## src/rtl/riscv_main_control_if.sv

```systemverilog
// Control bus between instruction decode and the main control decoder:
// opcode and update enable in, registered datapath strobes out.
interface riscv_main_control_if;
    localparam int unsigned OPW = 7;

    logic           en;
    logic [OPW-1:0] op_code;
    logic           alu_src;
    logic           mem_to_reg;
    logic           reg_write;
    logic           mem_read;
    logic           mem_write;
    logic           branch;
    logic [1:0]     alu_op;
    logic           illegal;

    // Decode stage side: presents the opcode, consumes the strobes
    modport master (
        output en, op_code,
        input  alu_src, mem_to_reg, reg_write, mem_read, mem_write,
               branch, alu_op, illegal
    );

    // Control decoder side
    modport slave (
        input  en, op_code,
        output alu_src, mem_to_reg, reg_write, mem_read, mem_write,
               branch, alu_op, illegal
    );
endinterface

```

## src/rtl/riscv_main_control.sv

```systemverilog
// Main control decoder for the single-issue RISC-V datapath.
// Decodes the full 7-bit opcode into datapath strobes, registered with
// one cycle of latency; en=0 holds the previous strobes.
// Optional macro CONTROL_EXT_OPS_EN adds the I-type ALU opcode (ALUOp=11).
module riscv_main_control (
    input  logic                 clk,
    input  logic                 rst_n,
    riscv_main_control_if.slave  ctrl
);
    localparam int unsigned OPW = 7;

    localparam logic [OPW-1:0] OP_RTYPE = OPW'(7'b0110011);
    localparam logic [OPW-1:0] OP_LOAD  = OPW'(7'b0000011);
    localparam logic [OPW-1:0] OP_STORE = OPW'(7'b0100011);
    localparam logic [OPW-1:0] OP_BRNCH = OPW'(7'b1100011);
`ifdef CONTROL_EXT_OPS_EN
    localparam logic [OPW-1:0] OP_IMM   = OPW'(7'b0010011);
`endif

    logic       alu_src_c;
    logic       mem_to_reg_c;
    logic       reg_write_c;
    logic       mem_read_c;
    logic       mem_write_c;
    logic       branch_c;
    logic [1:0] alu_op_c;
    logic       illegal_c;

    // Full-opcode decode; unlisted opcodes leave every strobe low and flag illegal
    always_comb begin
        alu_src_c    = 1'b0;
        mem_to_reg_c = 1'b0;
        reg_write_c  = 1'b0;
        mem_read_c   = 1'b0;
        mem_write_c  = 1'b0;
        branch_c     = 1'b0;
        alu_op_c     = 2'b00;
        illegal_c    = 1'b0;
        case (ctrl.op_code)
            OP_RTYPE: begin
                reg_write_c = 1'b1;
                alu_op_c    = 2'b10;
            end
            OP_LOAD: begin
                alu_src_c    = 1'b1;
                mem_to_reg_c = 1'b1;
                reg_write_c  = 1'b1;
                mem_read_c   = 1'b1;
            end
            OP_STORE: begin
                alu_src_c   = 1'b1;
                mem_write_c = 1'b1;
            end
            OP_BRNCH: begin
                branch_c = 1'b1;
                alu_op_c = 2'b01;
            end
`ifdef CONTROL_EXT_OPS_EN
            OP_IMM: begin
                alu_src_c   = 1'b1;
                reg_write_c = 1'b1;
                alu_op_c    = 2'b11;
            end
`endif
            default: begin
                illegal_c = 1'b1;
            end
        endcase
    end

    // Output register: async clear, update only when enabled
    always_ff @(posedge clk or negedge rst_n) begin
        if (!rst_n) begin
            ctrl.alu_src    <= 1'b0;
            ctrl.mem_to_reg <= 1'b0;
            ctrl.reg_write  <= 1'b0;
            ctrl.mem_read   <= 1'b0;
            ctrl.mem_write  <= 1'b0;
            ctrl.branch     <= 1'b0;
            ctrl.alu_op     <= 2'b00;
            ctrl.illegal    <= 1'b0;
        end else if (ctrl.en) begin
            ctrl.alu_src    <= alu_src_c;
            ctrl.mem_to_reg <= mem_to_reg_c;
            ctrl.reg_write  <= reg_write_c;
            ctrl.mem_read   <= mem_read_c;
            ctrl.mem_write  <= mem_write_c;
            ctrl.branch     <= branch_c;
            ctrl.alu_op     <= alu_op_c;
            ctrl.illegal    <= illegal_c;
        end
    end
endmodule

```

## src/flat_wrapper.sv

```systemverilog
// flat-port wrapper written by rule: the top's interface ports become plain ports
module riscv_main_control_flat 
  (clk, rst_n, ctrl_en, ctrl_op_code, ctrl_alu_src, ctrl_mem_to_reg, ctrl_reg_write, ctrl_mem_read, ctrl_mem_write, ctrl_branch, ctrl_alu_op, ctrl_illegal);
  riscv_main_control_if ctrl_i ();
  input  logic clk;
  input  logic rst_n;
  input wire logic [$bits(ctrl_i.en)-1:0] ctrl_en;
  input wire logic [$bits(ctrl_i.op_code)-1:0] ctrl_op_code;
  output wire logic [$bits(ctrl_i.alu_src)-1:0] ctrl_alu_src;
  output wire logic [$bits(ctrl_i.mem_to_reg)-1:0] ctrl_mem_to_reg;
  output wire logic [$bits(ctrl_i.reg_write)-1:0] ctrl_reg_write;
  output wire logic [$bits(ctrl_i.mem_read)-1:0] ctrl_mem_read;
  output wire logic [$bits(ctrl_i.mem_write)-1:0] ctrl_mem_write;
  output wire logic [$bits(ctrl_i.branch)-1:0] ctrl_branch;
  output wire logic [$bits(ctrl_i.alu_op)-1:0] ctrl_alu_op;
  output wire logic [$bits(ctrl_i.illegal)-1:0] ctrl_illegal;
  assign ctrl_i.en = ctrl_en;
  assign ctrl_i.op_code = ctrl_op_code;
  assign ctrl_alu_src = ctrl_i.alu_src;
  assign ctrl_mem_to_reg = ctrl_i.mem_to_reg;
  assign ctrl_reg_write = ctrl_i.reg_write;
  assign ctrl_mem_read = ctrl_i.mem_read;
  assign ctrl_mem_write = ctrl_i.mem_write;
  assign ctrl_branch = ctrl_i.branch;
  assign ctrl_alu_op = ctrl_i.alu_op;
  assign ctrl_illegal = ctrl_i.illegal;
  riscv_main_control u_core (.clk(clk), .rst_n(rst_n), .ctrl(ctrl_i));
endmodule
```

## config.mk

```make
export PLATFORM = sky130hd
export DESIGN_NAME = riscv_main_control_flat
export DESIGN_NICKNAME = d
export VERILOG_FILES = /design/src/rtl/riscv_main_control_if.sv /design/src/rtl/riscv_main_control.sv /design/src/flat_wrapper.sv
export SDC_FILE = /design/constraint.sdc
export NUM_CORES = 1
export LEC_CHECK = 0
export BUFFER_PORTS_ARGS = -buffer_cell sky130_fd_sc_hd__buf_2
export CAP_MARGIN = 10
export CORE_AREA = 4 4 41 43
export CTS_CLUSTER_DIAMETER = 40
export CTS_CLUSTER_SIZE = 30
export DETAILED_ROUTE_END_ITERATION = 10
export DIE_AREA = 0 0 45 47
export GPL_TIMING_DRIVEN = 0
export PLACE_DENSITY = 0.66
export SLEW_MARGIN = 20
export SYNTH_ARGS = -nofsm -noshare
export SYNTH_HDL_FRONTEND = slang
export SYNTH_SLANG_ARGS = --single-unit
```

## constraint.sdc

```tcl
create_clock -name clk -period 1.2 [get_ports clk]
set_input_delay 0.12 -clock clk [delete_from_list [all_inputs] [get_ports clk]]
set_output_delay 0.12 -clock clk [all_outputs]
set_load 0.03 [all_outputs]
```

==> results.py <==
metrics = {
    "outcome": {
        "run_status": "complete, no violations",
    },
    "yosys": {
        "syn_avg_cell_area_sq_um": 11.05,
        "postSynthCellCount": 35,
        "postSynthRegisterBits": 8,
        "postSynthNetCount": 45,
        "yosysSeqAreaShare_pct": 51.78,
        "synth_cell_types": 16,
        "synth.cell_area_sq_um": 386.6,
        "ys_warn_count": 0,
    },
    "clock_network": {
        "tritoncts.num_buffers": 3,
        "clock_insertion_delay_worst_skew_ns": 0.25,
        "cts_root_buffer": "clkbuf_4",
        "cts_tree": "built",
        "clk_pin_slew_ns": 0.05,
        "number_of_instances_resized_during_post_cts_repair": 0,
        "cts_max_path_buffers": 2,
        "clock-sinks": 8,
        "cts_max_level": 1,
    },
    "cells_and_area": {
        "filler_instances": 150,
        "area_delta_synth_final_pct": 33.98,
        "top_register": "u_core.ctrl.alu_op",
        "postLayoutCellArea_sq_um": 518.0,
        "post_route_cells_drive_above_1_share_pct": 45.45,
        "final_nets": 67,
        "largest_register_ffs": 2,
        "antenna-diode-count": 0,
    },
    "sta": {
        "slew_headroom_pct": 82.24,
        "fmax_mhz": 951.6,
        "report.final.slew_viol_count": 0,
        "finalSetupTns_ns": 0,
        "layout_min_cycle_time_ns": 1.051,
        "timing.clock.skew_ns": 0,
        "finalSetupViolations": 0,
        "grt_setup_unrepaired": "no",
        "ratio_of_final_minimum_period_to_clock_period_pct": 87.57,
        "timing_worst_slew_pin_value_ns": 0.2629,
        "hold_viol_final": 0,
    },
    "grt": {
        "grt_util_all_layers_pct": 9.163,
        "grt_max_degree": 10,
        "grt_pass1_vias": 318,
        "grt_overflow_total": 0,
        "grt_first_pass_wirelength_um": 1317,
        "grt_antenna_before_repair": 0,
    },
    "place": {
        "port_buffers": 16,
        "gp_congestion": 0.7532,
        "placed_area_sq_um": 485.5,
        "hpwlAfterDp_um": 617.7,
    },
    "critical_path": {
        "worst_ep_required_time_ns": 1.08,
        "element_type_at_the_critical_path_start": "flop",
        "worstReg2RegStart": "u_core.ctrl.illegal$_DFFE_PN0P_",
        "critPathLaunch": "u_core.ctrl.mem_to_reg$_DFFE_PN0P_",
        "endpoint_kind": "output port",
        "startpoint_to_endpoint_class_of_the_critical_path": "flop to output port",
        "critPathMaxFanout": 3,
        "timing.critical_path.arrival_ns": 0.93,
    },
    "route": {
        "route.vias.total": 325,
        "route.detailed.drc": 0,
        "dr.pass1.iters": 4,
        "violation_count_after_the_first_detailed_routing_iteration": 9,
        "detail_route.wl_per_cell_um": 11.66,
        "routed_wirelength_um": 816,
        "post_drt_via_cell_ratio": 4.643,
        "drtAntennaViolNets": 0,
    },
    "run": {
        "maxcap_viol_count": 0,
    },
    "power": {
        "power_density_mw_per_mm2": 1064,
        "total_leakage_power_nw": 0.2466,
        "worst_ir_drop_vdd_v": 0.0006498,
    },
    "floorplanning": {
        "core_area_sq_mm": 0.001301,
        "effective_utilization_at_floorplan_pct": 29.71,
        "ioPinCount": 19,
        "fp.dieH_um": 47,
        "placement_rows": 13,
        "die_width_um": 45,
        "die-area_sq_mm": 0.002115,
    },
    "hold_path": {
        "worst_hold_path_type": "input pin to flop",
        "hold_path_startpoint": "ctrl_en",
    },
}
## layout make-up
class	count	area, sq um	area share, %
inverters	6	22.52	4.348
clock buffers	3	22.52	4.348
well taps	15	18.77	3.623
repair buffers	17	90.09	17.39
plain buffers	3	23.77	4.589
multi-input cells	18	140.1	27.05
flip-flops and latches	8	200.2	38.65
## metal layers
metal	track usage [%]	share of wire (%)	vias to the layer above	routed length, um
li1	-	-	163	-
met1	11.66	46	139	374
met2	12.15	41	21	331
met3	3.831	12	2	100
met4	7.018	1.1	0	9
met5	0	0	-	0
## where the power goes
part / internal (mW) / leakage [nW] / switching [mW]
registers: 0.273 / 0.107 / 0.00144
logic: 0.0271 / 0.126 / 0.0414
clock network: 0.115 / 0.0138 / 0.0938
## critical path, cell delays in order (launching register included)
cell	delay, ns
dfrtp_1	0.39
buf_4	0.13
buf_2	0.16
## metrics by stage
| step | utilization (%) | hold slack (ns) | cells | worst slack, ns | power [mW] |
|---|---|---|---|---|---|
| floorplan | - | -0.1756 | 35 | 0.3586 | 0.3138 |
| global placement | 37.31 | -0.02710 | 66 | 0.2949 | 0.3455 |
| detailed placement | 37.31 | -0.02386 | 66 | 0.2323 | 0.3462 |
| CTS | 39.81 | 0.09178 | 70 | 0.1373 | 0.5552 |
| global route | 39.81 | 0.09173 | 70 | 0.1073 | 0.5729 |
| finish | 39.81 | 0.09638 | 70 | 0.1492 | 0.5512 |
## Yosys cell counts
| cell type | number | share of area [%] |
|---|---|---|
| a21oi_1 | 1 | 1.3 |
| buf_2 | 1 | 1.3 |
| buf_4 | 1 | 1.9 |
| buf_6 | 1 | 2.9 |
| dfrtp_1 | 8 | 52 |
| inv_1 | 6 | 5.8 |
| nand2_1 | 4 | 3.9 |
| nand2b_1 | 1 | 1.6 |
| nand4_4 | 1 | 5.5 |
| nor2_1 | 1 | 0.97 |
| nor2_4 | 1 | 2.9 |
| o22a_2 | 1 | 2.6 |
| o22ai_1 | 1 | 1.6 |
| o32ai_1 | 5 | 11 |
| o41ai_1 | 1 | 2.3 |
| xor2_1 | 1 | 2.3 |
## cells in the final DEF, fill, tap and decap left out, drive strengths merged
cell	Yosys	final
dfrtp	8	8
nand2	4	4
a21oi	1	1
o32ai	5	5
buf	3	19
o41ai	1	1
o22a	1	1
nand4	1	1
nand2b	1	1
dlygate4sd3	0	1
nor2	2	2
o22ai	1	1
inv	6	6
clkbuf	0	3
xor2	1	1
## final timing paths
kind / to / slack (ns) / cells after the start
min in group asynchronous: u_core.ctrl.branch$_DFFE_PN0P_ / 0.24 / 2
hold / removal: u_core.ctrl.alu_src$_DFFE_PN0P_ / 0.1 / 2
hold reg to reg: u_core.ctrl.illegal$_DFFE_PN0P_ / 0.50 / 1
max in group asynchronous: u_core.ctrl.reg_write$_DFFE_PN0P_ / 0.79 / 2
setup / recovery: ctrl_mem_to_reg / 0.15 / 2
setup reg to reg: u_core.ctrl.illegal$_DFFE_PN0P_ / 0.51 / 1
## what timing repair did
item                                   4_1_cts  5_1_grt
hold buffers                                 1        0
buffers inserted                             0        0
endpoints found under the hold margin        8        0
## logic make-up after synthesis
kind of cell | Yosys count | share of synthesized area, %
flops | 8 | 51.78
compound gates | 9 | 19.09
xor+xnor | 1 | 2.266
simple gates | 8 | 14.89
buf+inv | 9 | 11.97
Power figures use the tool's default switching activity.
